File: src/rtl/cla_pipe_addsub.sv
// cla_pipe_addsub: two-stage pipelined carry-lookahead adder/subtractor.
// Stage 1 adds the lower half of the operands; stage 2 adds the upper half
// using the registered mid carry, then registers sum, carry-out and signed
// overflow. Both stages advance together under a valid/ready handshake.
// Optional feature macro: CLA_PIPE_SAT_EN clamps the result to the signed
// limit whenever signed overflow occurs (no extra latency).
module cla_pipe_addsub #(
  parameter int WIDTH = 32,
  parameter int GROUP = 4
) (
  input  logic             clk,
  input  logic             rst,
  input  logic             i_valid,
  output logic             i_ready,
  input  logic [WIDTH-1:0] a,
  input  logic [WIDTH-1:0] b,
  input  logic             ci,
  input  logic             op,
  output logic             o_valid,
  input  logic             o_ready,
  output logic [WIDTH-1:0] s,
  output logic             co,
  output logic             ovf
);

  localparam int HALF = WIDTH / 2;
  localparam int NGRP = HALF / GROUP;

  // Full lookahead carries of one GROUP-bit block: every carry is a flat
  // sum of generate terms gated by the propagates above them, plus the
  // block carry-in gated by all lower propagates.
  function automatic logic [GROUP:0] group_carries(
    input logic [GROUP-1:0] g,
    input logic [GROUP-1:0] p,
    input logic             c0
  );
    logic [GROUP:0] c;
    logic           term;
    c    = '0;
    c[0] = c0;
    for (int i = 1; i <= GROUP; i++) begin
      term = c0;
      for (int j = 0; j < i; j++) term = term & p[j];
      c[i] = term;
      for (int j = 0; j < i; j++) begin
        term = g[j];
        for (int k = j + 1; k < i; k++) term = term & p[k];
        c[i] = c[i] | term;
      end
    end
    return c;
  endfunction

  // One half-width adder: lookahead inside each group, carry rippling from
  // group to group. Returns {carry_out, sum}.
  function automatic logic [HALF:0] half_add(
    input logic [HALF-1:0] x,
    input logic [HALF-1:0] y,
    input logic            cin
  );
    logic [HALF-1:0]  g;
    logic [HALF-1:0]  p;
    logic [HALF-1:0]  sum;
    logic [GROUP:0]   c;
    logic             carry;
    g     = x & y;
    p     = x ^ y;
    sum   = '0;
    carry = cin;
    for (int n = 0; n < NGRP; n++) begin
      c = group_carries(g[n*GROUP +: GROUP], p[n*GROUP +: GROUP], carry);
      sum[n*GROUP +: GROUP] = p[n*GROUP +: GROUP] ^ c[GROUP-1:0];
      carry = c[GROUP];
    end
    return {carry, sum};
  endfunction

  // Pipeline state.
  logic            valid1_q, valid1_d;
  logic [HALF-1:0] lo_sum_q, lo_sum_d;
  logic            c_mid_q, c_mid_d;
  logic [HALF-1:0] a_hi_q, a_hi_d;
  logic [HALF-1:0] bx_hi_q, bx_hi_d;
  logic            o_valid_q, o_valid_d;
  logic [WIDTH-1:0] s_q, s_d;
  logic            co_q, co_d;
  logic            ovf_q, ovf_d;

  // Combinational intermediates.
  logic             adv;
  logic [WIDTH-1:0] bx;
  logic             cin;
  logic [HALF:0]    lo_res;
  logic [HALF:0]    hi_res;
  logic [WIDTH-1:0] wrap_sum;
  logic [WIDTH-1:0] final_sum;
  logic             carry_into_msb;
  logic             co_n;
  logic             ovf_n;

  // Whole pipe moves when the output slot is empty or being drained.
  always_comb begin
    adv = ~o_valid_q | o_ready;
  end

  assign i_ready = adv;

  // Operand conditioning and the lower-half addition feeding stage 1.
  always_comb begin
    bx     = op ? ~b : b;
    cin    = op ? 1'b1 : ci;
    lo_res = half_add(a[HALF-1:0], bx[HALF-1:0], cin);
  end

  // Stage 1 next state: capture lower sum, mid carry and the upper operands.
  always_comb begin
    valid1_d = valid1_q;
    lo_sum_d = lo_sum_q;
    c_mid_d  = c_mid_q;
    a_hi_d   = a_hi_q;
    bx_hi_d  = bx_hi_q;
    if (adv) begin
      valid1_d = i_valid;
      lo_sum_d = lo_res[HALF-1:0];
      c_mid_d  = lo_res[HALF];
      a_hi_d   = a[WIDTH-1:HALF];
      bx_hi_d  = bx[WIDTH-1:HALF];
    end
  end

  // Upper-half addition, flags and optional saturation for stage 2.
  always_comb begin
    hi_res         = half_add(a_hi_q, bx_hi_q, c_mid_q);
    wrap_sum       = {hi_res[HALF-1:0], lo_sum_q};
    co_n           = hi_res[HALF];
    carry_into_msb = hi_res[HALF-1] ^ a_hi_q[HALF-1] ^ bx_hi_q[HALF-1];
    ovf_n          = carry_into_msb ^ co_n;
`ifdef CLA_PIPE_SAT_EN
    if (ovf_n) begin
      final_sum = a_hi_q[HALF-1] ? {1'b1, {(WIDTH-1){1'b0}}}
                                 : {1'b0, {(WIDTH-1){1'b1}}};
    end else begin
      final_sum = wrap_sum;
    end
`else
    final_sum = wrap_sum;
`endif
  end

  // Stage 2 next state: load the result when the pipe advances, else hold.
  always_comb begin
    o_valid_d = o_valid_q;
    s_d       = s_q;
    co_d      = co_q;
    ovf_d     = ovf_q;
    if (adv) begin
      o_valid_d = valid1_q;
      s_d       = final_sum;
      co_d      = co_n;
      ovf_d     = ovf_n;
    end
  end

  // Pipeline registers with synchronous reset clearing every stage.
  always_ff @(posedge clk) begin
    if (rst) begin
      valid1_q  <= 1'b0;
      lo_sum_q  <= '0;
      c_mid_q   <= 1'b0;
      a_hi_q    <= '0;
      bx_hi_q   <= '0;
      o_valid_q <= 1'b0;
      s_q       <= '0;
      co_q      <= 1'b0;
      ovf_q     <= 1'b0;
    end else begin
      valid1_q  <= valid1_d;
      lo_sum_q  <= lo_sum_d;
      c_mid_q   <= c_mid_d;
      a_hi_q    <= a_hi_d;
      bx_hi_q   <= bx_hi_d;
      o_valid_q <= o_valid_d;
      s_q       <= s_d;
      co_q      <= co_d;
      ovf_q     <= ovf_d;
    end
  end

  assign o_valid = o_valid_q;
  assign s       = s_q;
  assign co      = co_q;
  assign ovf     = ovf_q;

endmodule

File: config.mk
export PLATFORM = sky130hd
export DESIGN_NAME = cla_pipe_addsub
export DESIGN_NICKNAME = d
export VERILOG_FILES = /design/src/rtl/cla_pipe_addsub.sv
export SDC_FILE = /design/constraint.sdc
export NUM_CORES = 1
export LEC_CHECK = 0
export BUFFER_PORTS_ARGS = -buffer_cell sky130_fd_sc_hd__buf_2
export CAP_MARGIN = 0
export CORE_ASPECT_RATIO = 0.6
export CORE_MARGIN = 3
export CORE_UTILIZATION = 40
export CTS_CLUSTER_DIAMETER = 30
export DETAILED_ROUTE_END_ITERATION = 8
export PLACE_DENSITY = 0.74
export SLEW_MARGIN = 0
export SYNTH_ARGS = -nofsm -noshare
export SYNTH_HDL_FRONTEND = slang
export SYNTH_SLANG_ARGS = --single-unit
File: constraint.sdc
create_clock -name clk -period 5.38 [get_ports clk]
set_input_delay 0.807 -clock clk [delete_from_list [all_inputs] [get_ports clk]]
set_output_delay 0.807 -clock clk [all_outputs]
set_load 0.03 [all_outputs]
== Word-level counts from Yosys, hierarchy flattened ==
Cells that the tools add are included.
W data, S select, Z words.
Word-level totals
  bits in registers: 85
  latch bits: 0
  memory bits (writable): 0
  ROM bits: 0
  input bits: 70
  output and inout port bits: 36
  memories: 0
Cells by class
  add/sub/neg operators: 0
  multiply operators: 0
  div/mod/pow operators: 0
  $lt $le $gt $ge: 0
  equal/unequal tests: 0
  shifts and indexed selects: 0
  multiplexer cells: 2
  bitwise operators: 178
  reductions and logical operators: 0
Operator list (count)
  $or A1 B1 Y1: 81
  $and A1 B1 Y1: 80
  $and A16 B16 Y16: 2
  $mux W32: 1
  $not A32 Y32: 1
  $xor A16 B16 Y16: 2
  $xor A4 B4 Y4: 8
  $xor A1 B1 Y1: 3
  $mux W1: 1
  $not A1 Y1: 1

== Depth between registers and ports, before layout ==
  depth in word-level cells: 35
  depth in mapped cells: 22
  mapped depth without buffers: 20

== Worst setup path after synthesis ==
Ideal clock, no wire load.
  path type: input-to-reg
  start: in op
  end: reg c_mid_q
  arrival time: 4.525 ns
  required time: 5.246 ns
  path slack: 0.720 ns
  cell stages on the path: 21
  path buffers: 2
  cell sequence: buf_2 buf_2 xor2_1 ha_1 ha_1 o21ai_0 a21oi_1 a21o_1 ha_1 o21ai_0 a21oi_1 a21o_1 ha_1 o21ai_0 a21oi_1 a21o_1 ha_1 o21a_1 o22a_1 a211oi_1 a211oi_1
Between the ends
  word-level cells in the longest chain between the ends: 34
Ends and longest elaborated chain
  start: declaration: line 18  | input logic op,
  $mux W32: line 110  | bx = op ? ~b : b;
  $xor A16 B16 Y16: line 67  | p = x ^ y;
  $and A1 B1 Y1 (4 in a row): line 43  | for (int j = 0; j < i; j++) term = term & p[j];
  $or A1 B1 Y1 (4 in a row): line 48  | c[i] = c[i] | term;
  $and A1 B1 Y1 (4 in a row): line 43
  $or A1 B1 Y1 (4 in a row): line 48
  $and A1 B1 Y1 (4 in a row): line 43
  $or A1 B1 Y1 (4 in a row): line 48
  $and A1 B1 Y1 (4 in a row): line 43
  $or A1 B1 Y1 (3 in a row): line 48
  $or A1 B1 Y1 *: line 48
  end signal: assignment: line 179  | c_mid_q <= c_mid_d;
  end: declaration: line 81  | logic c_mid_q, c_mid_d;
Every way passes the cells marked *; elsewhere a longest branch is shown, timed or not.
A chain may end at the register's enable or synchronous reset.

== Final worst setup path ==
Ends and elaborated chain as after synthesis.

==> flow_metrics.env <==
export IMPL_cts_tree="built"
export IMPL_dieArea_sq_mm=0.0123
export IMPL_numCtsBuffers=9
export IMPL_critPathMaxFanout=10
export IMPL_core_sq_mm=0.0103
export IMPL_worstMarginPinSlew_ns=0.883
export IMPL_initial_core_util_pct=42.9
export IMPL_cap_violations=0
export IMPL_ys_ff_latch=85
export IMPL_boundaryPins=106
export IMPL_synthAdderAreaFrac_pct=15.0
export IMPL_dieHeight_um=87.3
export IMPL_power_mw=1.80
export IMPL_antenna_found_initial=0
export IMPL_drtIter0Drc=162
export IMPL_multi_input_area_sq_mm=0.00251
export IMPL_grt_max_degree=86
export IMPL_grt_pass1_wl_um=16700
export IMPL_num_rows=28
export IMPL_synth_xor_area_share_pct=11.3
export IMPL_worstSkewPairLatency_ns=0.34
export IMPL_drt_pass1_iter_count=4
export IMPL_synthToLayoutAreaGrowth_pct=20.9
export IMPL_synthMuxAreaShare_pct=0
export IMPL_grt_overflow_total=0
export IMPL_hold_class="flip-flop to flip-flop"
export IMPL_synth_seq_area_share_pct=38.7
export IMPL_whs_ns=0.447
export IMPL_reg2reg_from="a_hi_q[0]"
export IMPL_power_density_mw_per_mm2=338
export IMPL_leakage_nw=2.58
export IMPL_synth_compound_area_share_pct=15.5
export IMPL_ctsResizeCount=0
export IMPL_post_cts_setup_buffer_count=0
export IMPL_grt_use_total_pct=16.9
export IMPL_grt_setup_unrepaired="false"
export IMPL_place_congestion=0.835
export IMPL_setup_viol=0
export IMPL_fin_crit_sh_pct=86.9
export IMPL_start_kind="input port"
export IMPL_dp_hpwl_um=7530
export IMPL_status="complete, no violations"
export IMPL_seq_area_sq_mm=0.00170
export IMPL_drive_above_1_share_pct=21.9
export IMPL_synth_area_sq_mm=0.00440
export IMPL_nets=726
export IMPL_fin_util_pct=51.8
export IMPL_drc=0
export IMPL_fill_cells=980
export IMPL_synth_top_family_by_area="compound AO/OA/AOI/OAI gates"
export IMPL_synth_warnings=0
export IMPL_path_clk_slew_ns=0.06
export IMPL_via_per_inst=4.83
export IMPL_hold_viol=0
export IMPL_synth_avg_cell_area_sq_um=8.50
export IMPL_worstPathRequired_ns=5.55
export IMPL_tns_ns=0
export IMPL_cts_buffer_depth=2
export IMPL_fmax_mhz=214
export IMPL_fp_dieW_um=141
export IMPL_ys_types=33
export IMPL_vias=3616
export IMPL_end_kind="flip-flop"
export IMPL_cts_root_buf="clkbuf_16"
export IMPL_htree_num_levels=3
export IMPL_vdd_drop_max_mv=0.238
export IMPL_synth_simple_area_share_pct=15.1
export IMPL_grt_pass1_vias=3671
export IMPL_antenna_cells=0
export IMPL_arrival_ns=4.85
export IMPL_hold_buffers=0
export IMPL_crit_start="op"
export IMPL_crit_type="input port to flip-flop"
export IMPL_wl_per_cell_um=13.4
export IMPL_cts_sinks=85
export IMPL_synth_fp_nets=636
export IMPL_relSlewSlack_pct=41.1
export IMPL_drt_wl_total_um=10000
export IMPL_min_delay_start="s[9]"
export IMPL_skew_ns=0.00633
export IMPL_synthCells=518
export IMPL_ant_nets=0
export IMPL_layout_min_cycle_time_ns=4.68
export IMPL_io_buffers=105
export IMPL_slew_viol_final=0
==> per-stage QoR <==
stage               cells  worst slack, ns  instance area [sq um]
floorplan             518            0.720                   4400
global placement      732            0.488                   5010
detailed placement    732            0.373                   5010
CTS                   748            0.726                   5320
global route          748            0.347                   5320
finish                748            0.703                   5320
==> cells by family (layout without fill, tap and decap cells) <==
logic type / Yosys count / count (layout)
buf+inv: 48 / 143
simple gates: 168 / 168
xor+xnor: 57 / 57
flops: 85 / 85
compound gates: 112 / 112
fa+ha+maj: 48 / 48
==> report_power, final <==
| group | leakage, nW | switching [mW] | total [mW] | internal, mW |
|---|---|---|---|---|
| registers | 0.705 | 0.0403 | 0.745 | 0.705 |
| logic | 1.73 | 0.249 | 0.423 | 0.174 |
| clock network | 0.145 | 0.253 | 0.628 | 0.375 |
==> worst max-delay path, stage by stage <==
cell and delay (ns):
buf_2 0.28, xor2_1 0.23, ha_1 0.26, ha_1 0.19
o21ai_0 0.21, a21oi_1 0.14, a21o_1 0.21, ha_1 0.17
o21ai_0 0.21, a21oi_1 0.15, a21o_1 0.24, ha_1 0.18
o21ai_0 0.24, a21oi_1 0.15, a21o_1 0.22, ha_1 0.18
o21a_1 0.20, o22a_1 0.21, a211oi_1 0.26, a211oi_1 0.08
==> final timing paths <==
kind	slack, ns	to	depth (start not counted)
worst min register to register	0.45	s[9]	2
worst min-delay path	0.45	s[9]	2
worst max-delay path	0.70	c_mid_q	20
worst max register to register	0.89	ovf	19
==> metal layers <==
layer	part of all wire [%]	up-vias	global-route usage, %
met4	1.1	0	4.88
met2	46	66	28.0
met5	0	-	0
met1	48	1648	22.0
li1	-	1890	-
met3	4.5	12	4.55
==> cells in the final DEF (no fill, tap or decap), drive strengths merged, types with 2 or more instances in the layout <==
cell,count
dfxtp,85
buf,110
o211ai,2
clkinv,3
a21oi,64
xnor2,26
clkbuf,10
clkinvlp,2
xor2,31
fa,8
a211oi,27
nand2,114
inv,17
or2,2
a21o,6
nor2,41
o21a,2
ha,40
o21ai,7
nand2b,6
==> Yosys cell counts, drive strengths merged <==
| cell | number | share of area, % |
|---|---|---|
| a211o | 1 | 0.20 |
| a211oi | 27 | 4.6 |
| a21o | 6 | 1.0 |
| a21oi | 64 | 7.4 |
| a311oi | 1 | 0.34 |
| a31oi | 1 | 0.14 |
| buf | 14 | 1.6 |
| clkbuf | 17 | 1.4 |
| dfxtp | 85 | 39 |
| fa | 8 | 3.6 |
| ha | 40 | 11 |
| inv | 17 | 1.4 |
| nand2 | 114 | 9.8 |
| nand2b | 6 | 0.85 |
| nand3 | 1 | 0.11 |
| nand4 | 1 | 0.14 |
| nor2 | 41 | 3.5 |
| nor2b | 1 | 0.14 |
| nor3 | 1 | 0.11 |
| o211ai | 2 | 0.45 |
| o21a | 2 | 0.34 |
| o21ai | 7 | 0.80 |
| o22a | 1 | 0.20 |
| or2 | 2 | 0.28 |
| or3 | 1 | 0.14 |
| xnor2 | 26 | 5.2 |
| xor2 | 31 | 6.2 |
==> state kept, by name (all words and copies together) (netlist names) <==
name      count
ovf           1
o_valid       1
co            1
c_mid_q       1
bx_hi_q      16
s            32
a_hi_q       16
valid1_q      1
lo_sum_q     16
==> area by class of cell <==
type	instances	share of cell area (%)
Clock buffer	10	4.49
Clock inverter	6	1.34
Timing Repair Buffer	110	10.6
Sequential cell	85	32.0
Inverter	17	1.22
Multi-Input combinational cell	385	47.2
Tap cell	135	3.17
Note: power is estimated with default switching activity, not from simulation.
